`src/rtl/mc_rfr_exec_if.sv`:
```
// Refresh executor bus: request/ack handshake, grant, timing fields and SDRAM command pins.
// The master side is the refresh generator and controller; the slave side is mc_rfr_exec.
interface mc_rfr_exec_if #(
   parameter int TW = 4
);
   logic          rfr_req;
   logic          rfr_ack;
   logic [7:0]    cs_need_rfr;
   logic          mc_gnt;
   logic          rfr_busy;
   logic [TW-1:0] trp;
   logic [TW-1:0] trfc;
   logic [7:0]    cs_n;
   logic          ras_n;
   logic          cas_n;
   logic          we_n;
   logic          a10;

   modport master (
      output rfr_req, cs_need_rfr, mc_gnt, trp, trfc,
      input  rfr_ack, rfr_busy, cs_n, ras_n, cas_n, we_n, a10
   );

   modport slave (
      input  rfr_req, cs_need_rfr, mc_gnt, trp, trfc,
      output rfr_ack, rfr_busy, cs_n, ras_n, cas_n, we_n, a10
   );
endinterface

```
`src/rtl/mc_rfr_exec.sv`:
```
// Refresh executor: waits for bus grant, then issues PRECHARGE-ALL and AUTO-REFRESH with tRP/tRFC.
// Define MC_RFR_DOUBLE_EN to issue two AUTO-REFRESH commands per request.
module mc_rfr_exec #(
   parameter int TW = 4
) (
   input  logic               clk,
   input  logic               rst,
   mc_rfr_exec_if.slave       bus
);

   typedef enum logic [3:0] {
      IDLE,
      WAIT_GNT,
      PRE,
      TRP,
      REF,
      TRFC,
`ifdef MC_RFR_DOUBLE_EN
      REF2,
      TRFC2,
`endif
      ACK
   } state_t;

   state_t        state;
   logic [TW-1:0] timer;
   logic [7:0]    cs_mask;
   logic          ack_q;
   logic          busy_q;
   logic [7:0]    cs_n_q;
   logic          ras_n_q;
   logic          cas_n_q;
   logic          we_n_q;
   logic          a10_q;

   // A programmed delay of zero behaves as one cycle, so the load value saturates at 0.
   logic [TW-1:0] trp_m1;
   logic [TW-1:0] trfc_m1;
   assign trp_m1  = (bus.trp  == '0) ? '0 : bus.trp  - TW'(1);
   assign trfc_m1 = (bus.trfc == '0) ? '0 : bus.trfc - TW'(1);

   // Command pins are set on the transition into a command state, so every output is a flop.
   always_ff @(posedge clk or posedge rst) begin
      if (rst) begin
         state   <= IDLE;
         timer   <= '0;
         cs_mask <= 8'h00;
         ack_q   <= 1'b0;
         busy_q  <= 1'b0;
         cs_n_q  <= 8'hff;
         ras_n_q <= 1'b1;
         cas_n_q <= 1'b1;
         we_n_q  <= 1'b1;
         a10_q   <= 1'b0;
      end else begin
         ack_q   <= 1'b0;
         cs_n_q  <= 8'hff;
         ras_n_q <= 1'b1;
         cas_n_q <= 1'b1;
         we_n_q  <= 1'b1;
         a10_q   <= 1'b0;
         case (state)
            IDLE: begin
               if (bus.rfr_req) begin
                  state  <= WAIT_GNT;
                  busy_q <= 1'b1;
               end
            end
            WAIT_GNT: begin
               if (!bus.rfr_req) begin
                  state  <= IDLE;
                  busy_q <= 1'b0;
               end else if (bus.mc_gnt) begin
                  cs_mask <= bus.cs_need_rfr;
                  if (bus.cs_need_rfr == 8'h00) begin
                     state <= ACK;
                     ack_q <= 1'b1;
                  end else begin
                     state   <= PRE;
                     cs_n_q  <= ~bus.cs_need_rfr;
                     ras_n_q <= 1'b0;
                     we_n_q  <= 1'b0;
                     a10_q   <= 1'b1;
                  end
               end
            end
            PRE: begin
               timer <= trp_m1;
               state <= TRP;
            end
            TRP: begin
               if (timer != '0) begin
                  timer <= timer - TW'(1);
               end else begin
                  state   <= REF;
                  cs_n_q  <= ~cs_mask;
                  ras_n_q <= 1'b0;
                  cas_n_q <= 1'b0;
               end
            end
            REF: begin
               timer <= trfc_m1;
               state <= TRFC;
            end
            TRFC: begin
               if (timer != '0) begin
                  timer <= timer - TW'(1);
               end else begin
`ifdef MC_RFR_DOUBLE_EN
                  state   <= REF2;
                  cs_n_q  <= ~cs_mask;
                  ras_n_q <= 1'b0;
                  cas_n_q <= 1'b0;
`else
                  state <= ACK;
                  ack_q <= 1'b1;
`endif
               end
            end
`ifdef MC_RFR_DOUBLE_EN
            REF2: begin
               timer <= trfc_m1;
               state <= TRFC2;
            end
            TRFC2: begin
               if (timer != '0) begin
                  timer <= timer - TW'(1);
               end else begin
                  state <= ACK;
                  ack_q <= 1'b1;
               end
            end
`endif
            ACK: begin
               state  <= IDLE;
               busy_q <= 1'b0;
            end
            default: begin
               state  <= IDLE;
               busy_q <= 1'b0;
            end
         endcase
      end
   end

   assign bus.rfr_ack  = ack_q;
   assign bus.rfr_busy = busy_q;
   assign bus.cs_n     = cs_n_q;
   assign bus.ras_n    = ras_n_q;
   assign bus.cas_n    = cas_n_q;
   assign bus.we_n     = we_n_q;
   assign bus.a10      = a10_q;

endmodule

```
`src/flat_wrapper.sv`:
```
// flat-port wrapper written by rule: the top's interface ports become plain ports
module mc_rfr_exec_flat 
#(
   parameter int TW = 4
)
  (clk, rst, bus_rfr_req, bus_cs_need_rfr, bus_mc_gnt, bus_trp, bus_trfc, bus_rfr_ack, bus_rfr_busy, bus_cs_n, bus_ras_n, bus_cas_n, bus_we_n, bus_a10);
  mc_rfr_exec_if #(.TW(TW)) bus_i ();
  input  logic clk;
  input  logic rst;
  input wire logic [$bits(bus_i.rfr_req)-1:0] bus_rfr_req;
  input wire logic [$bits(bus_i.cs_need_rfr)-1:0] bus_cs_need_rfr;
  input wire logic [$bits(bus_i.mc_gnt)-1:0] bus_mc_gnt;
  input wire logic [$bits(bus_i.trp)-1:0] bus_trp;
  input wire logic [$bits(bus_i.trfc)-1:0] bus_trfc;
  output wire logic [$bits(bus_i.rfr_ack)-1:0] bus_rfr_ack;
  output wire logic [$bits(bus_i.rfr_busy)-1:0] bus_rfr_busy;
  output wire logic [$bits(bus_i.cs_n)-1:0] bus_cs_n;
  output wire logic [$bits(bus_i.ras_n)-1:0] bus_ras_n;
  output wire logic [$bits(bus_i.cas_n)-1:0] bus_cas_n;
  output wire logic [$bits(bus_i.we_n)-1:0] bus_we_n;
  output wire logic [$bits(bus_i.a10)-1:0] bus_a10;
  assign bus_i.rfr_req = bus_rfr_req;
  assign bus_i.cs_need_rfr = bus_cs_need_rfr;
  assign bus_i.mc_gnt = bus_mc_gnt;
  assign bus_i.trp = bus_trp;
  assign bus_i.trfc = bus_trfc;
  assign bus_rfr_ack = bus_i.rfr_ack;
  assign bus_rfr_busy = bus_i.rfr_busy;
  assign bus_cs_n = bus_i.cs_n;
  assign bus_ras_n = bus_i.ras_n;
  assign bus_cas_n = bus_i.cas_n;
  assign bus_we_n = bus_i.we_n;
  assign bus_a10 = bus_i.a10;
  mc_rfr_exec #(.TW(TW)) u_core (.clk(clk), .rst(rst), .bus(bus_i));
endmodule
```
`config.mk`:
```
export PLATFORM = sky130hd
export DESIGN_NAME = mc_rfr_exec_flat
export DESIGN_NICKNAME = d
export VERILOG_FILES = /design/src/rtl/mc_rfr_exec_if.sv /design/src/rtl/mc_rfr_exec.sv /design/src/flat_wrapper.sv
export SDC_FILE = /design/constraint.sdc
export NUM_CORES = 1
export LEC_CHECK = 0
export CORE_ASPECT_RATIO = 2
export CORE_MARGIN = 3
export CORE_UTILIZATION = 51
export CTS_BUF_LIST = sky130_fd_sc_hd__clkbuf_4
export DETAILED_ROUTE_END_ITERATION = 10
export PLACE_DENSITY = 0.81
export SLEW_MARGIN = 20
export SYNTH_ARGS = -nofsm -noshare
export SYNTH_HDL_FRONTEND = slang
export SYNTH_SLANG_ARGS = --single-unit
```
`constraint.sdc`:
```
create_clock -name clk -period 2.1 [get_ports clk]
set_clock_uncertainty 0.15 [all_clocks]
set_input_delay 0.525 -clock clk [delete_from_list [all_inputs] [get_ports clk]]
set_output_delay 0.525 -clock clk [all_outputs]
set_load 0.03 [all_outputs]
```
==> run_results.csv, run 1 <==
group,metric,value,unit
outcome,result_of_the_run,"completed",
critical_path,cp_num_buf_inv,1,
yosys,post_synth_num_cell_types,42,
critical_path,critical_path.slowest_cell,"clkdlybuf4s50_1",
critical_path,crit_path_end_kind,"output pin",
clock_network,cts.clk_slew.worst_paths,0.09,ns
hold_path,hp-start,"u_core.cs_mask[7]",
placed_design,preCtsSetupSlack,-0.138,ns
routing,viasPerCell,5.66,
yosys,ys.flop_type,"dfrtp_1",
yosys,ys.warnings.count,0,
critical_path,arrival,1.34,ns
routing,antenna_left,0,
floorplanning,fp.coreArea,2770,sq um
floorplanning,num_rows,27,
global_routing,grt_most_used_layer,"met2",
routing,wire_per_inst,16.2,microns
sta,max_freq,495,MHz
hold_path,holdPathStages,1,
floorplanning,dieArea,3640,sq um
sta,setup_viol_count_final,0,
placed_design,final_hpwl_dp,2800,microns
critical_path,worst_r2r_endpoint,"u_core.cs_mask[4]",
hold_path,hp-class,"reg2reg",
critical_path,critical_path.startpoint_type,"flop",
pwr,peakVddDrop,711,uV
sta,rsz_0062_raised_after_global_routing,"no",
clock_network,cts_hold_repair.buffers,0,
critical_path,cp_max_fo,1,
floorplanning,design.portCount,34,
finish,antenna_cells_inserted,0,
critical_path,cp_cell_sequence,"clkdlybuf4s50_1",
global_routing,initial_antenna_violation_count,0,
pwr,share_clk_of_total_power,14.0,%
clock_network,cts-root-buf,"clkbuf_4",
yosys,ys_ff_latch,29,
pwr,power.density,1200,nW/um^2
pwr,combinationalPowerShare,45.1,%
pwr,power_report.internal_total,1.41,mW
yosys,async_reset_ff_share,100,%
pwr,power.share.sequential,41.0,%
clock_network,post-cts-setup-buffer-count,0,
yosys,netlist_instances,135,
routing,via_count,1199,
placed_design,port_buffers,33,
global_routing,via_count_of_the_first_global_routing_pass,1247,
finish,synth_to_layout_area_growth,31.8,%
yosys,synthesis.nets,159,
routing,dr.pass1.iters,4,
sta,finalMaxSlewViolations,0,
finish,fraction_of_layout_cells_with_a_size_suffix_above_1,21.9,%
critical_path,crit_type,"reg2out",
finish,num-nets-final,206,
finish,filler_cell_count,213,
pwr,fraction_of_power_spent_switching_nets,40.2,%
global_routing,use_met2,41.4,%
clock_network,number_of_clock_buffers_inserted_by_tritoncts,5,
global_routing,track_usage,21.7,%
clock_network,clk-insertion-delay-late,0.32,ns
hold_path,worst_hold_path.endpoint,"u_core.bus.cs_n[7]",
clock_network,tritoncts,"yes",
sta,post-route-period-util,96.2,%
routing,drt-total-wl,3440,microns
pwr,power.total,2.36,mW
critical_path,worst_r2r_path_depth,4,
critical_path,timing.reg2reg.setup_slack,0.31,ns
critical_path,critical_path.top_delay_family,"buffers and inverters",
sta,finalWorstPathRequiredPeriod,2.02,ns
sta,setup_ws,0.0806,ns
global_routing,grt_use_met1,18.0,%
sta,worst_slew_margin_rel,72.2,%
job,drv.max_cap_violation_count,0,
yosys,synth_enable_flop_cells,0,
sta,transition_time_of_the_tightest_slew_check_pin,0.417,ns
floorplanning,initial_utilization,53.7,%
floorplanning,die-height,82.4,microns
global_routing,wire_length_of_the_first_global_routing_pass,5530,microns
global_routing,globalRouteOverflowTotal,0,
floorplanning,die-width,44.2,microns
placed_design,finalWeightedCongestion,0.757,
routing,drt_iter0_drc,34,
critical_path,rr_startpoint,"u_core.state[2]",
sta,hold_violations,0,
pwr,leakage,0.839,nW
pwr,power.net_switching,948,uW
clock_network,htree_num_levels,2,
clock_network,cts-root-to-sink-buffers,2,
clock_network,numClockSinks,29,
yosys,netlist_area,1490,sq um
global_routing,pin_count_of_the_biggest_net_entering_global_routing,30,
critical_path,timing.critical_path.slowest_cell_delay,0.67,ns
yosys,syn-mean-instance-area,11.0,sq um
yosys,synth_seq_area_share,49.7,%
global_routing,globalRouteMet3Util,5.86,%
routing,drc_errors,0,
critical_path,cp.required,1.42,ns
==> state kept, by name, indices dropped and copies added (netlist names) <==
register             count
u_core.bus.ras_n         1
u_core.bus.a10           1
u_core.cs_mask           8
u_core.bus.rfr_ack       1
u_core.bus.cas_n         1
u_core.timer             4
u_core.state             3
u_core.bus.cs_n          8
u_core.bus.rfr_busy      1
u_core.bus.we_n          1
==> per-layer routing <==
metal,up-vias,routed length [microns]
met2,39,1990
met1,562,1130
met3,14,148
met4,0,171
li1,584,-
met5,-,0
==> worst max path at each step <==
stage / slack [ns] / from / cells past startpoint / endpoint
after global placement: -0.01 / bus_trp[1] / 5 / u_core.timer[2]
final: 0.08 / u_core.bus.a10 / 1 / bus_a10
after floorplan: 0.44 / bus_trp[1] / 4 / u_core.timer[2]
after detailed placement: -0.14 / bus_trfc[0] / 6 / u_core.timer[1]
after CTS: 0.01 / u_core.bus.rfr_busy / 1 / bus_rfr_busy
after global routing: 0.01 / u_core.bus.a10 / 1 / bus_a10
==> Yosys cell counts, types with 3 or more instances <==
| library cell | number | area share (%) |
|---|---|---|
| xor2_1 | 3 | 1.8 |
| ha_1 | 4 | 3.4 |
| nand2_1 | 10 | 2.5 |
| a22o_1 | 3 | 1.8 |
| nand2b_1 | 6 | 2.5 |
| inv_1 | 8 | 2.0 |
| a22oi_1 | 6 | 3.0 |
| nor2_1 | 10 | 2.5 |
| mux2_1 | 8 | 6.1 |
| dfrtp_1 | 18 | 30 |
| a21oi_1 | 5 | 1.7 |
| dfstp_2 | 11 | 19 |
==> area by class of cell <==
class | count | area, sq um | area share, %
sequential | 29 | 739 | 37.7
multi-input combinational | 91 | 672 | 34.2
timing repair buffer | 45 | 422 | 21.5
clock buffer | 6 | 45.0 | 2.30
inverter | 10 | 37.5 | 1.91
tap | 29 | 36.3 | 1.85
clock inverter | 2 | 10.0 | 0.510
==> power by group through the flow <==
stage,clock (mW),sequential (mW),combinational (mW)
2_1_floorplan,0,1.00,0.726
3_3_place_gp,0,0.959,1.03
3_5_place_dp,0,0.978,1.09
4_1_cts,0.336,0.967,1.07
5_1_grt,0.363,0.993,1.16
6_report,0.329,0.965,1.06
==> cells by family (layout without fill, tap and decap cells) <==
kind of cell | Yosys count | count (layout) | share of synthesized area [%]
AND/OR/NAND/NOR | 40 | 40 | 15.0
XOR/XNOR | 3 | 3 | 1.77
buffers and inverters | 15 | 63 | 5.21
flip-flops | 29 | 29 | 49.7
adder cells (fa/ha/maj) | 4 | 4 | 3.36
AO/OA/AOI/OAI | 35 | 35 | 18.0
multiplexers | 9 | 9 | 7.06
==> cell usage in the layout (no fill, tap or decap), drive strengths merged, types with 7 or more instances in the layout <==
cell type      netlist  routed
buf                  5      12
nand2               10      10
nor2                10      10
dlygate4sd2          0      11
clkdlybuf4s50        0      21
dfrtp               18      18
nand2b               7       7
mux2                 9       9
inv                 10      10
dfstp               11      11
==> stage by stage <==
| step | utilization, % | TNS, ns | std cells | hold slack (ns) | area, sq um |
|---|---|---|---|---|---|
| after global routing | 70.8 | 0 | 212 | 0.264 | 1960 |
| after CTS | 70.7 | 0 | 212 | 0.257 | 1960 |
| final | 70.8 | 0 | 212 | 0.262 | 1960 |
| after detailed placement | 69.2 | -0.285 | 204 | 0.256 | 1920 |
| after global placement | 69.2 | -0.0135 | 204 | 0.243 | 1920 |
| after floorplan | - | 0 | 135 | 0.236 | 1490 |
==> timing repair <==
action                                 in CTS  in global routing
gates resized for setup                    11                  1
setup endpoints to repair                  11                  1
endpoints found under the hold margin       0                  0
pin swaps                                   0                  0
Note: power is estimated with default switching activity, not from simulation.
==> inputs of run 2 (changes only) <==
--- a/config.mk
+++ b/config.mk
@@ -5,6 +5,7 @@
 export SDC_FILE = /design/constraint.sdc
 export NUM_CORES = 1
 export LEC_CHECK = 0
+export ABC_CLOCK_PERIOD_IN_PS = 2100
 export CORE_ASPECT_RATIO = 2
 export CORE_MARGIN = 3
 export CORE_UTILIZATION = 51
==> results of run 2 <==
No change in the layout: final DEF, timing and power equal those of run 1.
